**src/rtl/sync_debounce_pkg.sv**
```systemverilog
`default_nettype none
// ============================================================================
// Module  : sync_debounce_pkg
// Purpose : Shared types and constants for the sync_debounce input
//           conditioning stage: FSM state encoding, glitch counter width
//           and default parameter values.
// Ports   : none (package)
// Config  : SYNC_DEBOUNCE_GLITCH_CNT_EN (consumed by sync_debounce)
// Revision: 1.0 - initial release
// ============================================================================
package sync_debounce_pkg;

  // Width of the optional aborted-check counter and its saturation value.
  localparam int GLITCH_W = 8;
  localparam logic [GLITCH_W-1:0] c_GLITCH_MAX = {GLITCH_W{1'b1}};

  // Default parameter values for the top level.
  localparam int c_SYNC_STAGES_DEFAULT = 2;
  localparam int c_HOLD_DEFAULT        = 16;
  localparam int c_CNT_W_DEFAULT       = 8;

  // Debounce FSM. The IDLE_* states carry the committed level; the CHK_*
  // states are qualifying a move towards the level named in the state.
  typedef enum logic [1:0] {
    IDLE_LO = 2'd0,
    CHK_HI  = 2'd1,
    IDLE_HI = 2'd2,
    CHK_LO  = 2'd3
  } state_t;

  // True while a transition is being qualified.
  function automatic logic is_check(input state_t st);
    return (st == CHK_HI) || (st == CHK_LO);
  endfunction

endpackage : sync_debounce_pkg
`default_nettype wire

```
**src/rtl/sync_chain.sv**
```systemverilog
`default_nettype none
// ============================================================================
// Module  : sync_chain
// Purpose : Multi-flop synchroniser for a single asynchronous level. Shifts
//           on every rising clock edge; there is deliberately no enable so
//           metastability settling is never stalled.
// Ports   : clk  in  1  clock
//           clr  in  1  asynchronous reset, active low (chain clears to 0)
//           d    in  1  asynchronous input level
//           q    out 1  synchronised level (last stage)
// Revision: 1.0 - initial release
// ============================================================================
module sync_chain #(
  parameter int STAGES = 2
) (
  input  logic clk,
  input  logic clr,
  input  logic d,
  output logic q
);

  logic [STAGES-1:0] r_sync;

  // Stage 0 captures the raw input; each later stage copies its predecessor.
  always_ff @(posedge clk or negedge clr) begin
    if (!clr) begin
      r_sync <= '0;
    end else begin
      r_sync <= {r_sync[STAGES-2:0], d};
    end
  end

  assign q = r_sync[STAGES-1];

endmodule : sync_chain
`default_nettype wire

```
**src/rtl/sync_debounce.sv**
```systemverilog
`default_nettype none
// ============================================================================
// Module  : sync_debounce
// Purpose : Synchronise, debounce and edge-detect an asynchronous level.
//           A new level is committed on the HOLD-th consecutive enabled
//           edge that samples it; any reversal in between aborts the check.
// Ports   : clk         in  1  clock, rising edge
//           clr         in  1  asynchronous reset, active low
//           en          in  1  qualification enable (FSM/counter hold at 0)
//           din         in  1  raw asynchronous input
//           level       out 1  debounced level
//           rise        out 1  one-cycle pulse on committed 0->1
//           fall        out 1  one-cycle pulse on committed 1->0
//           busy        out 1  high while a transition is being qualified
//           glitch_cnt  out 8  saturating aborted-check count (optional)
// Config  : SYNC_DEBOUNCE_GLITCH_CNT_EN - when defined, adds glitch_cnt
// Revision: 1.0 - initial release
// ============================================================================
module sync_debounce
  import sync_debounce_pkg::*;
#(
  parameter int SYNC_STAGES = c_SYNC_STAGES_DEFAULT,
  parameter int HOLD        = c_HOLD_DEFAULT,
  parameter int CNT_W       = c_CNT_W_DEFAULT
) (
  input  logic                clk,
  input  logic                clr,
  input  logic                en,
  input  logic                din,
  output logic                level,
  output logic                rise,
  output logic                fall,
  output logic                busy
`ifdef SYNC_DEBOUNCE_GLITCH_CNT_EN
  ,
  output logic [GLITCH_W-1:0] glitch_cnt
`endif
);

  // Count value at which the next matching sample commits the new level.
  localparam logic [CNT_W-1:0] c_HOLD_LAST = CNT_W'(HOLD - 1);
  localparam logic [CNT_W-1:0] c_CNT_ONE   = CNT_W'(1);

  // --------------------------------------------------------------------------
  // Synchroniser
  // --------------------------------------------------------------------------
  logic w_s;

  sync_chain #(
    .STAGES (SYNC_STAGES)
  ) u_sync_chain (
    .clk (clk),
    .clr (clr),
    .d   (din),
    .q   (w_s)
  );

  // --------------------------------------------------------------------------
  // FSM, counter and output registers
  // --------------------------------------------------------------------------
  state_t           r_state;
  state_t           w_state_nxt;
  logic [CNT_W-1:0] r_cnt;
  logic [CNT_W-1:0] w_cnt_nxt;
  logic             r_level;
  logic             w_level_nxt;
  logic             r_rise;
  logic             w_rise_nxt;
  logic             r_fall;
  logic             w_fall_nxt;
  logic             r_busy;
  logic             w_busy_nxt;

  always_ff @(posedge clk or negedge clr) begin
    if (!clr) begin
      r_state <= IDLE_LO;
      r_cnt   <= '0;
      r_level <= 1'b0;
      r_rise  <= 1'b0;
      r_fall  <= 1'b0;
      r_busy  <= 1'b0;
    end else begin
      r_state <= w_state_nxt;
      r_cnt   <= w_cnt_nxt;
      r_level <= w_level_nxt;
      r_rise  <= w_rise_nxt;
      r_fall  <= w_fall_nxt;
      r_busy  <= w_busy_nxt;
    end
  end

  // Everything holds while en is low, except the strobes, which default to
  // 0 so that each pulse lasts exactly one cycle.
  always_comb begin
    w_state_nxt = r_state;
    w_cnt_nxt   = r_cnt;
    w_level_nxt = r_level;
    w_rise_nxt  = 1'b0;
    w_fall_nxt  = 1'b0;

    if (en) begin
      case (r_state)
        IDLE_LO: begin
          // The starting edge already counts as the first matching sample.
          if (w_s) begin
            w_state_nxt = CHK_HI;
            w_cnt_nxt   = c_CNT_ONE;
          end
        end

        CHK_HI: begin
          if (!w_s) begin
            w_state_nxt = IDLE_LO;
            w_cnt_nxt   = '0;
          end else if (r_cnt == c_HOLD_LAST) begin
            w_state_nxt = IDLE_HI;
            w_level_nxt = 1'b1;
            w_rise_nxt  = 1'b1;
            w_cnt_nxt   = '0;
          end else begin
            w_cnt_nxt = r_cnt + c_CNT_ONE;
          end
        end

        IDLE_HI: begin
          if (!w_s) begin
            w_state_nxt = CHK_LO;
            w_cnt_nxt   = c_CNT_ONE;
          end
        end

        CHK_LO: begin
          if (w_s) begin
            w_state_nxt = IDLE_HI;
            w_cnt_nxt   = '0;
          end else if (r_cnt == c_HOLD_LAST) begin
            w_state_nxt = IDLE_LO;
            w_level_nxt = 1'b0;
            w_fall_nxt  = 1'b1;
            w_cnt_nxt   = '0;
          end else begin
            w_cnt_nxt = r_cnt + c_CNT_ONE;
          end
        end

        default: begin
          w_state_nxt = IDLE_LO;
          w_cnt_nxt   = '0;
          w_level_nxt = 1'b0;
        end
      endcase
    end

    // busy is registered from the next state so it tracks the FSM exactly.
    w_busy_nxt = is_check(w_state_nxt);
  end

  assign level = r_level;
  assign rise  = r_rise;
  assign fall  = r_fall;
  assign busy  = r_busy;

  // --------------------------------------------------------------------------
  // Optional aborted-check counter
  // --------------------------------------------------------------------------
`ifdef SYNC_DEBOUNCE_GLITCH_CNT_EN
  logic                w_abort;
  logic [GLITCH_W-1:0] r_glitch_cnt;

  // An abort is a CHK state seeing the level it started from on an
  // enabled edge, i.e. the CHK -> IDLE return without a commit.
  assign w_abort = en && (((r_state == CHK_HI) && !w_s) ||
                          ((r_state == CHK_LO) &&  w_s));

  always_ff @(posedge clk or negedge clr) begin
    if (!clr) begin
      r_glitch_cnt <= '0;
    end else if (w_abort && (r_glitch_cnt != c_GLITCH_MAX)) begin
      r_glitch_cnt <= r_glitch_cnt + GLITCH_W'(1);
    end
  end

  assign glitch_cnt = r_glitch_cnt;
`endif

endmodule : sync_debounce
`default_nettype wire
```
**config.mk**
```make
export PLATFORM = sky130hd
export DESIGN_NAME = sync_debounce
export DESIGN_NICKNAME = d
export VERILOG_FILES = /design/src/rtl/sync_debounce_pkg.sv /design/src/rtl/sync_chain.sv /design/src/rtl/sync_debounce.sv
export SDC_FILE = /design/constraint.sdc
export NUM_CORES = 1
export LEC_CHECK = 0
export CAP_MARGIN = 0
export CORE_UTILIZATION = 55
export DETAILED_ROUTE_END_ITERATION = 7
export PLACE_DENSITY = 0.76
export SETUP_SLACK_MARGIN = 0.05
export SLEW_MARGIN = 5
export SYNTH_ARGS = -nofsm -noshare
export SYNTH_HDL_FRONTEND = slang
export SYNTH_SLANG_ARGS = --single-unit
```
**constraint.sdc**
```tcl
create_clock -name clk -period 3.3 [get_ports clk]
set_clock_uncertainty 0.15 [all_clocks]
set_input_delay 0.33 -clock clk [delete_from_list [all_inputs] [get_ports clk]]
set_output_delay 0.33 -clock clk [all_outputs]
set_load 0.005 [all_outputs]
```
==> metrics.md <==
| Metric | Value |
|---|---|
| Status | finished clean |
| WL/cell | around 15 µm |
| Setup Viol. Count Final | 0 |
| Commonest non-fill, non-tap cell in the layout | dfrtp_1 |
| Post-CTS setup buffer count | 0 |
| Design area | 865 µm² |
| Pre-antenna DRT Iters | 4 |
| Ports | 8 |
| # diodes | 0 |
| Buffer levels on the longest clock path | 2 |
| Crit path buf inv count | 0 |
| Port Buf Inserts | 7 |
| Crit path max-delay cell type | dfrtp_1 |
| Congestion Overflow GR | 0 |
| Core area | 1300 µm² |
| Synth warn | 0 |
| Vias in the first global route | 479 |
| Worst vdd ir | between 300 and 400 µV |
| Ratio of cells with drive above 1 in the final layout | 8.54% |
| Fin crit period | between 1.5 and 2 ns |
| Avg Cell Area, Syn | ~10 µm² |
| Number of gates resized after CTS | 0 |
| Die Span Y | 39.3 µm |
| Seq cells post-synth | 15 |
| Crit end category | flip-flop |
| Post-Route WL | between 1 and 1.5 mm |
| Chip width | slightly below 40 µm |
| Largest net degree at the start of global routing | 16 |
| Yosys cell types | 29 |
| RSZ-0062 raised after global routing | false |
| Number of synthesized flops with an enable pin | 0 |
| Most frequent cells in the layout | dfrtp_1 (15), clkdlybuf4s50_1 (7), nand2_1 (6), o21ai_0 (6), a21oi_1 (5) |
| Syn Inst Count | 73 |
| First-pass GRT wire length | between 2 and 2.5 mm |
| Total GRT Usage | between 20% and 30% |
| Total power | roughly 0.36 mW |
| DP Area | 838 µm² |
| Initial DRC count | 25 |
| HPWL after DPL | approximately 1 mm |
| Nets | 88 |
| WP data arrival | ~2.0 ns |
| Top delay family on crit path | compound AO/OA/AOI/OAI gates |
| Post-route antenna net violation count | 0 |
| Dominant synthesized flop cell | dfrtp_1 |
| Initial antenna violation count | 0 |
| Via count | a little over 600 |
| Initial core utilization | 58.8% |
| Setup CP Type | reg -> reg |
| Sequential-to-total area share from yosys stat | between 40% and 50% |
| Netlist Area Pre-Place | 766 µm² |
| Crit-path cells | ha_1 > and4b_1 > a211oi_4 > a41oi_1 > a31oi_1 |
| Period utilization | between 60% and 70% |
| Final Max Tran Viols | 0 |
| Power Density | 417 nW/µm² |
| Slowest Stage Delay on Critical Path | roughly 0.47 ns |
| CP required | between 3 and 4 ns |
| DRC | 0 |
| Clock sink count | 15 |
| Row count | 13 |
| Vias per cell | about 6.4 |
| Rel. slew slack | between 50% and 60% |
| H-tree levels | 1 |
| Syn nets | between 70 and 80 |
| Pleak | 0.381 nW |
| Slew @ Worst Pin | around 0.67 ns |
| Inserted Clock Buffers | 3 |
| Max Cap Viol | 0 |
| Synthesis-to-layout area growth | 12.9% |
| Setup TNS | 0 ns |
| Ys async rst share | 100% |
| Fmax | 0.502 GHz |
| Worst Hold Class | reg -> reg |
| CTS tree | built |
| Cell taking the most area after synthesis | dfrtp_1 |
| Total die area | between 1500 and 2000 µm² |
| Final Hold Viols | 0 |
| Area contributors post-synth | dfrtp_1 (49%), o21ai_0 (3.9%), a22o_1 (3.4%), a21oi_1 (3.3%), nand2_1 (2.9%) |
| Crit start category | flip-flop |
| Placer Congestion | roughly 0.81 |
| Root Buffer | clkbuf_4 |
| Hold-fix buffers, CTS | 0 |
| Share of Yosys cell area claimed by the top area cell type | between 40% and 50% |
| Skew-Pair Late Insertion Delay | about 0.28 ns |
| Crit-path max FO | 9 |
| Clock slew at reported path FFs | 0.09 ns |
| Hold_ws | between 0.2 and 0.25 ns |
Yosys cell counts, types with 2 or more instances:
master	instances
inv_1	2
nand3_1	4
and3_1	2
a21o_1	2
o21ai_0	6
nor2b_1	3
nand4_1	3
a22o_1	3
a31oi_1	3
a21oi_1	5
dfrtp_1	15
nand2_1	6
nor2_1	3
path summary, 6_finish.rpt:
| kind | end | depth (start not counted) | slack (ns) | startpoint |
|---|---|---|---|---|
| max in group asynchronous | asynchronous set/reset pin | 1 | 2.27 | clr |
| hold / removal | u_sync_chain.r_sync[1]$_DFF_PN0_ | 0 | 0.21 | u_sync_chain.r_sync[0]$_DFF_PN0_ |
| hold reg to reg | u_sync_chain.r_sync[1]$_DFF_PN0_ | 0 | 0.21 | u_sync_chain.r_sync[0]$_DFF_PN0_ |
| min in group asynchronous | rise$_DFF_PN0_ | 1 | 0.30 | clr |
| setup reg to reg | r_cnt[3]$_DFFE_PN0P_ | 5 | 1.31 | r_cnt[0]$_DFFE_PN0P_ |
| setup / recovery | r_cnt[3]$_DFFE_PN0P_ | 5 | 1.31 | r_cnt[0]$_DFFE_PN0P_ |
layout make-up:
cell class / instances / area (µm²)
clock buffer: 4 / 26.3
multi-input combinational: 54 / 367
timing repair buffer: 7 / 70.1
fill: 103 / 437
inverter: 2 / 7.51
sequential: 15 / 375
tap: 15 / 18.8
layer usage:
metal  GRT usage (%)  part of all wire, %  vias up  routed length (µm)
met5               0                    0        -                   0
met4            12.9                 0.83        0                  12
met3            3.41                  6.0        2                  86
met2            29.2                   45       33                 649
met1            32.4                   48      287                 694
li1                -                    -      294                   -
power by group:
| group | internal [mW] | total (mW) | switching, mW |
|---|---|---|---|
| clock | 0.0468 | 0.103 | 0.0566 |
| sequential | 0.194 | 0.213 | 0.0189 |
| combinational | 0.0214 | 0.0446 | 0.0231 |
cell families (layout without fill, tap and decap cells):
kind of cell	after synthesis	in the layout	share of synthesized area, %
multiplexers	2	2	2.78
buffers and inverters	4	13	3.10
AO/OA/AOI/OAI	24	24	22.5
flip-flops	15	15	49.0
XOR/XNOR	2	2	2.29
AND/OR/NAND/NOR	25	25	18.6
adder cells (fa/ha/maj)	1	1	1.63
through the flow:
stage               cells  utilization (%)  worst slack (ns)
CTS                    97             66.4              1.31
global placement       93             64.4              1.35
floorplan              73                -              1.57
global route           97             66.4              1.16
detailed placement     93             64.4              1.29
finish                 97             66.4              1.31
Note: power is estimated with default switching activity, not from simulation.
